## src/rtl/ctrl_pkg.sv

```systemverilog
// Shared opcode constants and enums for the multi-cycle sequencer and its opcode decoder.
package ctrl_pkg;

  localparam logic [5:0] OP_ADD = 6'h00;
  localparam logic [5:0] OP_SUB = 6'h01;
  localparam logic [5:0] OP_AND = 6'h02;
  localparam logic [5:0] OP_OR  = 6'h03;
  localparam logic [5:0] OP_LW  = 6'h04;
  localparam logic [5:0] OP_SW  = 6'h05;

  typedef enum logic [2:0] {
    ALU_ADD = 3'b000,
    ALU_SUB = 3'b001,
    ALU_AND = 3'b010,
    ALU_OR  = 3'b011
  } alu_op_e;

  typedef enum logic [2:0] {
    ST_IDLE,
    ST_DECODE,
    ST_EXEC,
    ST_MEM,
    ST_WB
  } state_e;

  typedef enum logic [1:0] {
    CLS_R,
    CLS_LW,
    CLS_SW,
    CLS_ILL
  } cls_e;

endpackage

```

## src/rtl/multicycle_ctrl_if.sv

```systemverilog
// Instruction handshake, memory acknowledge and datapath control bundle of the sequencer.
interface multicycle_ctrl_if #(
  parameter int CNT_W = 16
);
  logic             instr_valid;
  logic [5:0]       opcode;
  logic             instr_ready;
  logic             mem_ack;
  logic [2:0]       alu_op;
  logic             reg_write;
  logic             reg_dst;
  logic             mem_read;
  logic             mem_write;
  logic             done;
  logic             illegal;
  logic             mem_err;
  logic [CNT_W-1:0] retired;

  // master issues instructions and acknowledges memory; slave is the sequencer
  modport master (
    output instr_valid, opcode, mem_ack,
    input  instr_ready, alu_op, reg_write, reg_dst, mem_read, mem_write,
           done, illegal, mem_err, retired
  );

  modport slave (
    input  instr_valid, opcode, mem_ack,
    output instr_ready, alu_op, reg_write, reg_dst, mem_read, mem_write,
           done, illegal, mem_err, retired
  );
endinterface

```

## src/rtl/ctrl_opdecode.sv

```systemverilog
// Combinational opcode decode: ALU function, instruction class and destination select.
module ctrl_opdecode
  import ctrl_pkg::*;
(
  input  logic [5:0] opcode,
  output alu_op_e    alu_op,
  output cls_e       cls,
  output logic       reg_dst
);

  always_comb begin
    alu_op  = ALU_ADD;
    cls     = CLS_ILL;
    reg_dst = 1'b0;
    case (opcode)
      OP_ADD: begin alu_op = ALU_ADD; cls = CLS_R; reg_dst = 1'b1; end
      OP_SUB: begin alu_op = ALU_SUB; cls = CLS_R; reg_dst = 1'b1; end
      OP_AND: begin alu_op = ALU_AND; cls = CLS_R; reg_dst = 1'b1; end
      OP_OR:  begin alu_op = ALU_OR;  cls = CLS_R; reg_dst = 1'b1; end
      OP_LW:  cls = CLS_LW;
      OP_SW:  cls = CLS_SW;
      default: cls = CLS_ILL;
    endcase
  end

endmodule

```

## src/rtl/multicycle_ctrl.sv

```systemverilog
// Multi-cycle IDLE/DECODE/EXEC/MEM/WB sequencer with memory-ack timeout and retire counter.
module multicycle_ctrl
  import ctrl_pkg::*;
#(
  parameter int MEM_TIMEOUT = 8,
  parameter int CNT_W       = 16
) (
  input  logic              clk,
  input  logic              rst,
  multicycle_ctrl_if.slave  bus
);

  localparam int WAIT_W = (MEM_TIMEOUT > 1) ? $clog2(MEM_TIMEOUT) : 1;
  localparam logic [WAIT_W-1:0] WAIT_LAST = WAIT_W'(MEM_TIMEOUT - 1);

  state_e            state_reg;
  logic [5:0]        ir_reg;
  logic [WAIT_W-1:0] wait_reg;
  logic [CNT_W-1:0]  retired_reg;

  alu_op_e dec_alu;
  cls_e    dec_cls;
  logic    dec_rd;

  ctrl_opdecode u_opdecode (
    .opcode  (ir_reg),
    .alu_op  (dec_alu),
    .cls     (dec_cls),
    .reg_dst (dec_rd)
  );

  logic in_mem;
  logic ack_hit;
  logic timeout_hit;
  logic done_w;

  // ack beats timeout when both land on the last allowed MEM cycle
  assign in_mem      = (state_reg == ST_MEM);
  assign ack_hit     = in_mem && bus.mem_ack;
  assign timeout_hit = in_mem && !bus.mem_ack && (wait_reg == WAIT_LAST);
  assign done_w      = (state_reg == ST_WB) || (ack_hit && dec_cls == CLS_SW);

  always_ff @(posedge clk) begin
    if (rst) begin
      state_reg   <= ST_IDLE;
      ir_reg      <= '0;
      wait_reg    <= '0;
      retired_reg <= '0;
    end else begin
      if (done_w) retired_reg <= retired_reg + CNT_W'(1);
      case (state_reg)
        ST_IDLE: begin
          if (bus.instr_valid) begin
            ir_reg    <= bus.opcode;
            state_reg <= ST_DECODE;
          end
        end
        ST_DECODE: state_reg <= (dec_cls == CLS_ILL) ? ST_IDLE : ST_EXEC;
        ST_EXEC: begin
          wait_reg  <= '0;
          state_reg <= (dec_cls == CLS_R) ? ST_WB : ST_MEM;
        end
        ST_MEM: begin
          if (ack_hit)          state_reg <= (dec_cls == CLS_LW) ? ST_WB : ST_IDLE;
          else if (timeout_hit) state_reg <= ST_IDLE;
          else                  wait_reg  <= wait_reg + WAIT_W'(1);
        end
        ST_WB:   state_reg <= ST_IDLE;
        default: state_reg <= ST_IDLE;
      endcase
    end
  end

  assign bus.instr_ready = (state_reg == ST_IDLE);
  assign bus.alu_op      = (state_reg == ST_EXEC || in_mem || state_reg == ST_WB) ? dec_alu : ALU_ADD;
  assign bus.reg_write   = (state_reg == ST_WB);
  assign bus.reg_dst     = (state_reg == ST_WB) && dec_rd;
  assign bus.mem_read    = in_mem && (dec_cls == CLS_LW);
  assign bus.mem_write   = in_mem && (dec_cls == CLS_SW);
  assign bus.done        = done_w;
  assign bus.illegal     = (state_reg == ST_DECODE) && (dec_cls == CLS_ILL);
  assign bus.mem_err     = timeout_hit;
  assign bus.retired     = retired_reg;

endmodule
```

## src/flat_wrapper.sv

```systemverilog
// flat-port wrapper written by rule: the top's interface ports become plain ports
module multicycle_ctrl_flat import ctrl_pkg::*;
#(
  parameter int MEM_TIMEOUT = 8,
  parameter int CNT_W       = 16
)
  (clk, rst, bus_instr_valid, bus_opcode, bus_mem_ack, bus_instr_ready, bus_alu_op, bus_reg_write, bus_reg_dst, bus_mem_read, bus_mem_write, bus_done, bus_illegal, bus_mem_err, bus_retired);
  multicycle_ctrl_if #(.CNT_W(CNT_W)) bus_i ();
  input  logic clk;
  input  logic rst;
  input wire logic [$bits(bus_i.instr_valid)-1:0] bus_instr_valid;
  input wire logic [$bits(bus_i.opcode)-1:0] bus_opcode;
  input wire logic [$bits(bus_i.mem_ack)-1:0] bus_mem_ack;
  output wire logic [$bits(bus_i.instr_ready)-1:0] bus_instr_ready;
  output wire logic [$bits(bus_i.alu_op)-1:0] bus_alu_op;
  output wire logic [$bits(bus_i.reg_write)-1:0] bus_reg_write;
  output wire logic [$bits(bus_i.reg_dst)-1:0] bus_reg_dst;
  output wire logic [$bits(bus_i.mem_read)-1:0] bus_mem_read;
  output wire logic [$bits(bus_i.mem_write)-1:0] bus_mem_write;
  output wire logic [$bits(bus_i.done)-1:0] bus_done;
  output wire logic [$bits(bus_i.illegal)-1:0] bus_illegal;
  output wire logic [$bits(bus_i.mem_err)-1:0] bus_mem_err;
  output wire logic [$bits(bus_i.retired)-1:0] bus_retired;
  assign bus_i.instr_valid = bus_instr_valid;
  assign bus_i.opcode = bus_opcode;
  assign bus_i.mem_ack = bus_mem_ack;
  assign bus_instr_ready = bus_i.instr_ready;
  assign bus_alu_op = bus_i.alu_op;
  assign bus_reg_write = bus_i.reg_write;
  assign bus_reg_dst = bus_i.reg_dst;
  assign bus_mem_read = bus_i.mem_read;
  assign bus_mem_write = bus_i.mem_write;
  assign bus_done = bus_i.done;
  assign bus_illegal = bus_i.illegal;
  assign bus_mem_err = bus_i.mem_err;
  assign bus_retired = bus_i.retired;
  multicycle_ctrl #(.MEM_TIMEOUT(MEM_TIMEOUT), .CNT_W(CNT_W)) u_core (.clk(clk), .rst(rst), .bus(bus_i));
endmodule
```

## config.mk

```make
export PLATFORM = sky130hd
export DESIGN_NAME = multicycle_ctrl_flat
export DESIGN_NICKNAME = d
export VERILOG_FILES = /design/src/rtl/ctrl_pkg.sv /design/src/rtl/multicycle_ctrl_if.sv /design/src/rtl/ctrl_opdecode.sv /design/src/rtl/multicycle_ctrl.sv /design/src/flat_wrapper.sv
export SDC_FILE = /design/constraint.sdc
export NUM_CORES = 1
export LEC_CHECK = 0
export BUFFER_PORTS_ARGS = -buffer_cell sky130_fd_sc_hd__buf_4
export CAP_MARGIN = 25
export CORE_UTILIZATION = 47
export DETAILED_ROUTE_END_ITERATION = 6
export GPL_ROUTABILITY_DRIVEN = 1
export PLACE_DENSITY_LB_ADDON = 0.1
export SYNTH_ARGS = -nofsm -noshare
export SYNTH_HDL_FRONTEND = slang
export SYNTH_SLANG_ARGS = --single-unit
```

## constraint.sdc

```tcl
create_clock -name clk -period 1.5 [get_ports clk]
set_input_delay 0.075 -clock clk [delete_from_list [all_inputs] [get_ports clk]]
set_output_delay 0.075 -clock clk [all_outputs]
set_load 0.005 [all_outputs]
```

==> results summary, run 1 <==
The standby leakage power came out at 1.07 nW. The cell area that synthesis handed to floorplanning was between 1500 and 2000 um^2. On the critical path, the stage with the largest delay is an instance of or3_4.

The area of the die came out at roughly 3700 um^2. After detailed routing, the average wire length per cell comes to roughly 14 um. The number of pins exceeding their max-slew limit in the final report came to 0. The count of port buffers added during placement is 35. The worst path arrival time came out at around 1.7 ns. Setup repair after global routing could not meet its margin everywhere.

STA classifies the critical path startpoint as a flip-flop. The number of setup violations in the final report is 25. Summed over all nets, the switching power comes to ~0.0004 W.

The worst register-to-register path begins at u_core.ir_reg[5]. The congestion estimate from routability-driven global placement came to 0.758. The I/O pin total is 37. The count of H-tree levels built during CTS is 1. The core box area is around 3300 um^2. The synthesized netlist net count is between 150 and 200. The residual antenna-violating net count after detailed routing came out at 0. The start-to-end type of the worst setup path is reg -> out. The share of total power dissipated in sequential elements is 0.524. The count of buffering cells on the critical path with inverters included is 1. The biggest fanout along the worst timing path is 2. The cell count after synthesis is roughly 190. Counting flops with an async set or reset pin after synthesis yields a share of 0. The maximum number of pins on one net before global-route repair is 42. CTS saw 28 sinks.

The total clock buffers created by CTS is 3. The final critical-path share of the clock period came out at 1.18. The worst register-to-register path ends at u_core.bus.retired[13]. The area growth from synthesis to layout is 49.0%. The count of maximum capacitance violations is 0. The setup slack after placement is -0.176 ns. The proportion of layout cells with a drive suffix above 1 came out at 0.498.

Of the synthesized area, sequential elements account for 0.342. The die is between 60 and 70 um tall. The run finished, with violations left. The worst register-to-register path has a setup slack of -0.24 ns. The total count of hold-check failures in the final report is 1. After layout, the minimum clock period comes to 1.77 ns.

The number of rows created at floorplan came out at 21. Clock tree synthesis selected as its root buffer the cell clkbuf_4. The post-DP HPWL is 2960 um. Counting distinct cell types in the post-synthesis netlist gives between 40 and 50. The final route contains about 1600 vias. The share of total power in combinational logic is 0.217. The power per cell area is between 600 and 700 nW/um^2. The overall power came out at around 0.0015 W.

The clock power share came out at 0.259. In the synthesized netlist the dominant register cell turns out to be dfxtp_1. After detailed routing, the number of remaining DRC violations is 0.

The overall overflow remaining after global route came out at 0. In this design, the largest share of critical-path delay is due to simple AND/OR/NAND/NOR gates. The tightest min-delay check is of the in -> reg type.

A synthesized cell averages ~9 um^2. The number of cells on the worst reg-to-reg path is 6. Summing all placed instances gives a cell area of approximately 2200 um^2. Clock latency on the worst-skew pair, taken at its later pin, is 0.34 ns.

The register with the most flip-flops in the layout has 16 of them. IR analysis of the VDD net gives a maximum drop of about 0.00046 V. The routed wire length is around 4400 um.

The wire length of the first global-routing pass came out at ~6700 um. In this run, synthesis produced a sequential element count of 28. The largest stage delay on the critical path is around 0.38 ns.

The final reports fail on negative hold slack, negative setup slack. The number of global-route vias before repair was 1479. The end point of the most critical hold path is u_core.ir_reg[2]. Of the total power, the share spent switching nets is 0.268. The clock slew seen by the registers of the worst setup and hold paths came out at 0.16 ns.

The number of antenna violations at the first check in global routing came out at 0. From left edge to right edge, the die measures just over 60 um. The iteration count of the initial detailed-routing pass is 5.

In this run the deepest clock path goes through 2 buffers. The worst endpoint required time came out at about 1.4 ns. The aggregate negative setup slack is -4.17 ns.

The number of flops mapped to enable cells by yosys came out at 0. The worst hold path depth came out at 3. The tightest hold path in the finished design has a slack of -0.000691 ns.

In this run the most critical hold path is launched from bus_opcode[2]. Across all setup checks in the final design, the least slack found is -0.270 ns. The starting density of the core came out at 0.491. The worst setup path is captured at a primary output.

The overall track demand over capacity in global routing came out at 0.243. The worst clock skew on the final layout came out at ~0.0035 ns. The internal power of the cells came out at between 0.001 and 0.0015 W. The total number of yosys warnings is 0.

For this run, the post-layout net count is 273. Traced cell by cell, the critical path runs through or3_4 > or2_4 > a21oi_2 > and2_1 > buf_4. The clock tree from TritonCTS is yes. The mean number of vias per cell came out at roughly 5.3. After routing the design area is around 2400 um^2. The total of fill cells in the finished design came out at ~250. The iteration-0 DRC count of the detailed router is 68. The total inserted antenna cells is 0. Static timing analysis puts the maximum clock frequency at around 560 MHz.
## timing repair
item / in CTS / in global routing
hold endpoints to repair: 5 / 0
buffers inserted: 6 / 3
hold buffers: 5 / 0
pin swaps: 13 / 7
endpoints found under the setup margin: 25 / 32
resized for setup: 24 / 16
## placed cells by master, fill, tap and decap left out, types with 5 or more instances in the layout
master,netlist,layout
dfxtp_2,0,6
buf_4,1,68
dlygate4sd3_1,0,5
a21oi_1,14,8
nor2_1,25,24
mux2i_1,6,6
buf_6,2,6
mux2_1,5,5
nand3_1,7,7
nand4_1,8,8
nor2b_1,13,12
a211oi_2,0,6
dfxtp_1,28,22
nand2_1,13,11
## layout make-up
| class | count | area [um^2] | share of cell area |
|---|---|---|---|
| Clock buffer | 4 | 36.3 | 0.0149 |
| Inverter | 2 | 7.51 | 0.00308 |
| Multi-Input combinational cell | 145 | 1120 | 0.460 |
| Sequential cell | 28 | 568 | 0.233 |
| Tap cell | 46 | 57.6 | 0.0236 |
| Timing Repair Buffer | 80 | 648 | 0.266 |
## power groups by stage
stage / logic [W] / registers, W / clock network, W
3_5_place_dp: 0.000241 / 0.000796 / 0
6_report: 0.000325 / 0.000782 / 0.000387
3_3_place_gp: 0.000229 / 0.000796 / 0
5_1_grt: 0.000349 / 0.000785 / 0.000429
2_1_floorplan: 0.000134 / 0.000799 / 0
4_1_cts: 0.000298 / 0.000781 / 0.000396
## worst min-delay path: cells and delay by family
family	cells	cell delay (ns)
and+or+nand+nor	1	0.10
muxes	1	0.06
buffers and inverters	1	0.08
## layer usage
metal,vias up,GRT usage,wire [um]
li1,812,-,-
met3,6,0.0357,143
met1,761,0.326,1940
met4,0,0.120,61
met5,-,0,0
met2,37,0.380,2230
## logic make-up after synthesis
kind of cell             Yosys count  share of synthesized area
other                              1                    0.00229
buffers and inverters             12                     0.0581
AND/OR/NAND/NOR                   93                      0.339
AO/OA/AOI/OAI                     29                      0.109
multiplexers                      19                      0.126
flip-flops                        28                      0.342
adder cells (fa/ha/maj)            3                     0.0229
## through the flow
step,cells,hold WS (ns),util
floorplan,185,0.183,-
CTS,303,0.00547,0.709
finish,305,-0.000691,0.732
global route,305,0.0185,0.732
detailed placement,288,0.321,0.648
global placement,288,0.310,0.648
## synthesized netlist by cell type (2+ instances only)
cell | n | area [um^2]
dfxtp_1 | 28 | 561
nor2_1 | 25 | 93.8
a21oi_1 | 14 | 70.1
nand2_1 | 13 | 48.8
nor2b_1 | 13 | 81.3
mux2_2 | 8 | 90.1
nand4_1 | 8 | 50.1
nand3_1 | 7 | 35.0
a211oi_1 | 6 | 45.0
mux2i_1 | 6 | 60.1
mux2_1 | 5 | 56.3
and2_1 | 4 | 25.0
clkbuf_1 | 3 | 11.3
clkbuf_8 | 3 | 41.3
ha_1 | 3 | 37.5
nor3_1 | 3 | 15.0
o21ai_0 | 3 | 15.0
and2b_2 | 2 | 17.5
and4_1 | 2 | 17.5
buf_6 | 2 | 22.5
inv_1 | 2 | 7.51
nand4_4 | 2 | 42.5
## worst max-delay path by stage
stage | slack, ns | depth (start not counted) | startpoint | end
floorplan | -0.14 | 4 | u_core.ir_reg[4] | u_core.bus.retired[7]
global placement | -0.11 | 5 | u_core.ir_reg[4] | u_core.bus.retired[15]
detailed placement | -0.18 | 5 | u_core.ir_reg[4] | u_core.bus.retired[13]
CTS | -0.26 | 5 | u_core.ir_reg[5] | bus_alu_op[0]
global route | -0.33 | 6 | u_core.ir_reg[5] | u_core.bus.retired[13]
finish | -0.27 | 5 | u_core.ir_reg[5] | bus_alu_op[0]
(Power assumes the default switching activity.)
==> inputs of run 2 (changes only) <==
--- a/config.mk
+++ b/config.mk
@@ -10,7 +10,9 @@
 export CORE_UTILIZATION = 47
 export DETAILED_ROUTE_END_ITERATION = 6
 export GPL_ROUTABILITY_DRIVEN = 1
+export MAX_ROUTING_LAYER = met4
 export PLACE_DENSITY_LB_ADDON = 0.1
+export SETUP_SLACK_MARGIN = 0.02
 export SYNTH_ARGS = -nofsm -noshare
 export SYNTH_HDL_FRONTEND = slang
 export SYNTH_SLANG_ARGS = --single-unit
==> run 2 against run 1 <==
Compared with the run above: the flow still finishes with violations (negative hold slack, negative setup slack); clock power down 18%; combinational power fell by 8.9%; utilization shrank 1.6 points; critical path depth rose by 1; routed wire length down 7.0%; register-to-register slack got worse by 0.03 ns; global-route usage down 1.2 points; highest routed layer unchanged.
==> results summary, run 2 (synthesized netlist as in run 1, its figures left out) <==
The worst clock skew on the final layout came out at between 0.002 and 0.0025 ns. The library cell used most frequently in the layout, excluding fill and tap cells, is buf_4. The total count of hold-check failures in the final report is 1. Setup repair after global routing could not meet its margin everywhere. In this run, the number of DRC markers left after iteration 0 of detailed routing was 73. From bottom edge to top edge, the die measures approximately 60 um. The global-route met1 utilization came out at 0.321. In this run the static leakage power is approximately 1.0 nW.

The number of setup violations in the final report came out at 23. For this configuration, the core starts out at a cell density of 0.491. In this run the critical register-to-register path is captured at u_core.bus.retired[12]. The mean number of vias per cell is between 5 and 6.

The floorplan step defined a die boundary enclosing around 3700 um^2. Compared with the post-synthesis result, the final layout area differs by 45.7%. The post-route worst setup slack is -0.270 ns.

The run finished, with violations left. The total inserted antenna cells is 0. At the worst endpoint, the arrival time is 2.01 ns.

The core box area came out at between 3000 and 4000 um^2. After legalization and detailed placement, the total HPWL measured between 2000 and 3000 um. In this run the critical register-to-register path is launched from u_core.ir_reg[5]. The type of destination of the critical path is a flip-flop. TritonCTS built the clock tree. Measured on the finished design, the core utilization comes to 0.715. Leaving out fill and tap cells, the most frequent cells in the layout are 66 x buf_4, 24 x nor2_1, 23 x dfxtp_1, 12 x nor2b_1, 11 x nand2_1. The biggest fanout along the worst timing path came out at 8. The slack of the worst reg-to-reg path came out at -0.27 ns.

For met2 alone, demand over resource in global routing was 0.343. The beginning of the critical path is u_core.ir_reg[5]. For the worst flop-to-flop path, the logic depth is 6. On the final layout, the worst hold slack is -0.00775 ns. The clock slew seen by the registers of the worst setup and hold paths came out at roughly 0.15 ns. The global-route layer with the greatest usage is met2.

The I/O pin total is 37. The number of sinks on the clock net is 28. The clock latency on the worst-skew pair is roughly 0.33 ns. The final critical-path share of the clock period came out at 1.18. Timing would allow up to about 560 MHz. The final reports fail on negative hold slack, negative setup slack. The worst setup path is of the reg -> reg kind. Leaving out filler cells and counting taps, the final layout contains around 300. The total clock buffers created by CTS came out at 3. The power per cell area is slightly below 600 nW/um^2. The proportion of layout cells with a drive suffix above 1 came out at 0.486. Input and output buffers added on the ports amount to 35. The iteration count of the initial detailed-routing pass is 4. The largest buffer count on any clock path came out at 2. The maximum number of pins on one net before global-route repair came out at between 40 and 50. The number of rows created at floorplan came out at 21. The wire length of the first global-routing pass came out at 6200 um.

The routed layout has between 1500 and 2000 vias. For the finished layout, the period the worst path requires is 1.77 ns. The worst endpoint required time is around 1.7 ns. The number of nets in the layout came out at around 270. The sort of element at the start of the critical path is a flip-flop. The total DRC errors in the routed layout is 0. The global-route met3 utilization came out at 0.0252. The routed wire length is ~4100 um. The number of placed instances, taps included is about 290.

The count of H-tree levels built during CTS is 1. The number of pins exceeding their max-slew limit in the final report came out at 0. In this run the worst hold path is classified as in -> reg. The worst-case vdd ir drop came out at ~0.00043 V. The routability congestion estimate from global placement came out at roughly 0.76. The number of global-route vias before repair is between 1000 and 1500. The die span in x came out at between 60 and 70 um. The routed wirelength normalized by instance count is 13.6 um. The clock tree root buffer cell is clkbuf_4. The overall track demand over capacity in global routing is 0.231.

The number of antenna violations at the first check in global routing came to 0. The count of maximum capacitance violations came out at 0. The detail route stage leaves a number of antenna-violating nets equal to 0.

The total overflow left after global routing is 0. The worst setup path endpoint is u_core.bus.retired[12]. The number of flip-flops in the largest register is 16.
[run 2: per-layer routing]
metal / routed length, um / vias up
met2: 1930 / 35
met5: 0 / -
met4: 51 / 0
met3: 104 / 6
li1: - / 799
met1: 1990 / 749
[run 2: cell type report]
| class | instances | area [um^2] |
|---|---|---|
| multi-input cells | 145 | 1130 |
| clock buffers | 3 | 22.5 |
| well taps | 46 | 57.6 |
| fillers | 260 | 951 |
| repair buffers | 75 | 599 |
| inverters | 2 | 7.51 |
| flip-flops and latches | 28 | 569 |
[run 2: worst min path at each step]
stage | from | endpoint | slack (ns) | depth (start not counted)
3_5_place_dp | bus_opcode[2] | u_core.ir_reg[2] | 0.32 | 3
4_1_cts | bus_opcode[5] | u_core.ir_reg[5] | 0.004 | 3
3_3_place_gp | bus_opcode[5] | u_core.ir_reg[5] | 0.31 | 3
6_report | bus_opcode[5] | u_core.ir_reg[5] | -0.008 | 3
5_1_grt | bus_opcode[5] | u_core.ir_reg[5] | 0.02 | 3
2_1_floorplan | bus_mem_ack | bus_mem_err | 0.18 | 1
[run 2: power breakdown]
| part | internal (W) | switching, W |
|---|---|---|
| Sequential | 0.000765 | 0.0000153 |
| Clock | 0.0000944 | 0.000224 |
| Combinational | 0.000163 | 0.000134 |
[run 2: metrics by stage]
| stage | cell area (um^2) | total power, W | hold slack, ns | setup TNS (ns) | worst slack (ns) |
|---|---|---|---|---|---|
| 3_3_place_gp | 2150 | 0.00102 | 0.314 | -1.31 | -0.120 |
| 4_1_cts | 2330 | 0.00137 | 0.00411 | -3.73 | -0.254 |
| 6_report | 2390 | 0.00140 | -0.00775 | -4.27 | -0.270 |
| 5_1_grt | 2390 | 0.00145 | 0.0217 | -5.21 | -0.312 |
| 3_5_place_dp | 2150 | 0.00103 | 0.324 | -1.80 | -0.165 |
| 2_1_floorplan | 1680 | 0.000934 | 0.183 | -1.30 | -0.141 |
[run 2: worst max-delay path, stage by stage (launching register included)]
cell and delay, ns:
dfxtp_2 0.35, buf_4 0.14, nor4b_4 0.19, buf_4 0.18, nand4_4 0.20, a211oi_2 0.29, mux2_4 0.32
[run 2: what timing repair did]
item                                    in CTS  in global routing
hold buffers                                 5                  0
cloned                                       0                  0
setup buffers                                3                  2
endpoints found under the setup margin      25                 33
pin swaps                                   13                  6
gates resized for setup                     27                 12
endpoints found under the hold margin        5                  0
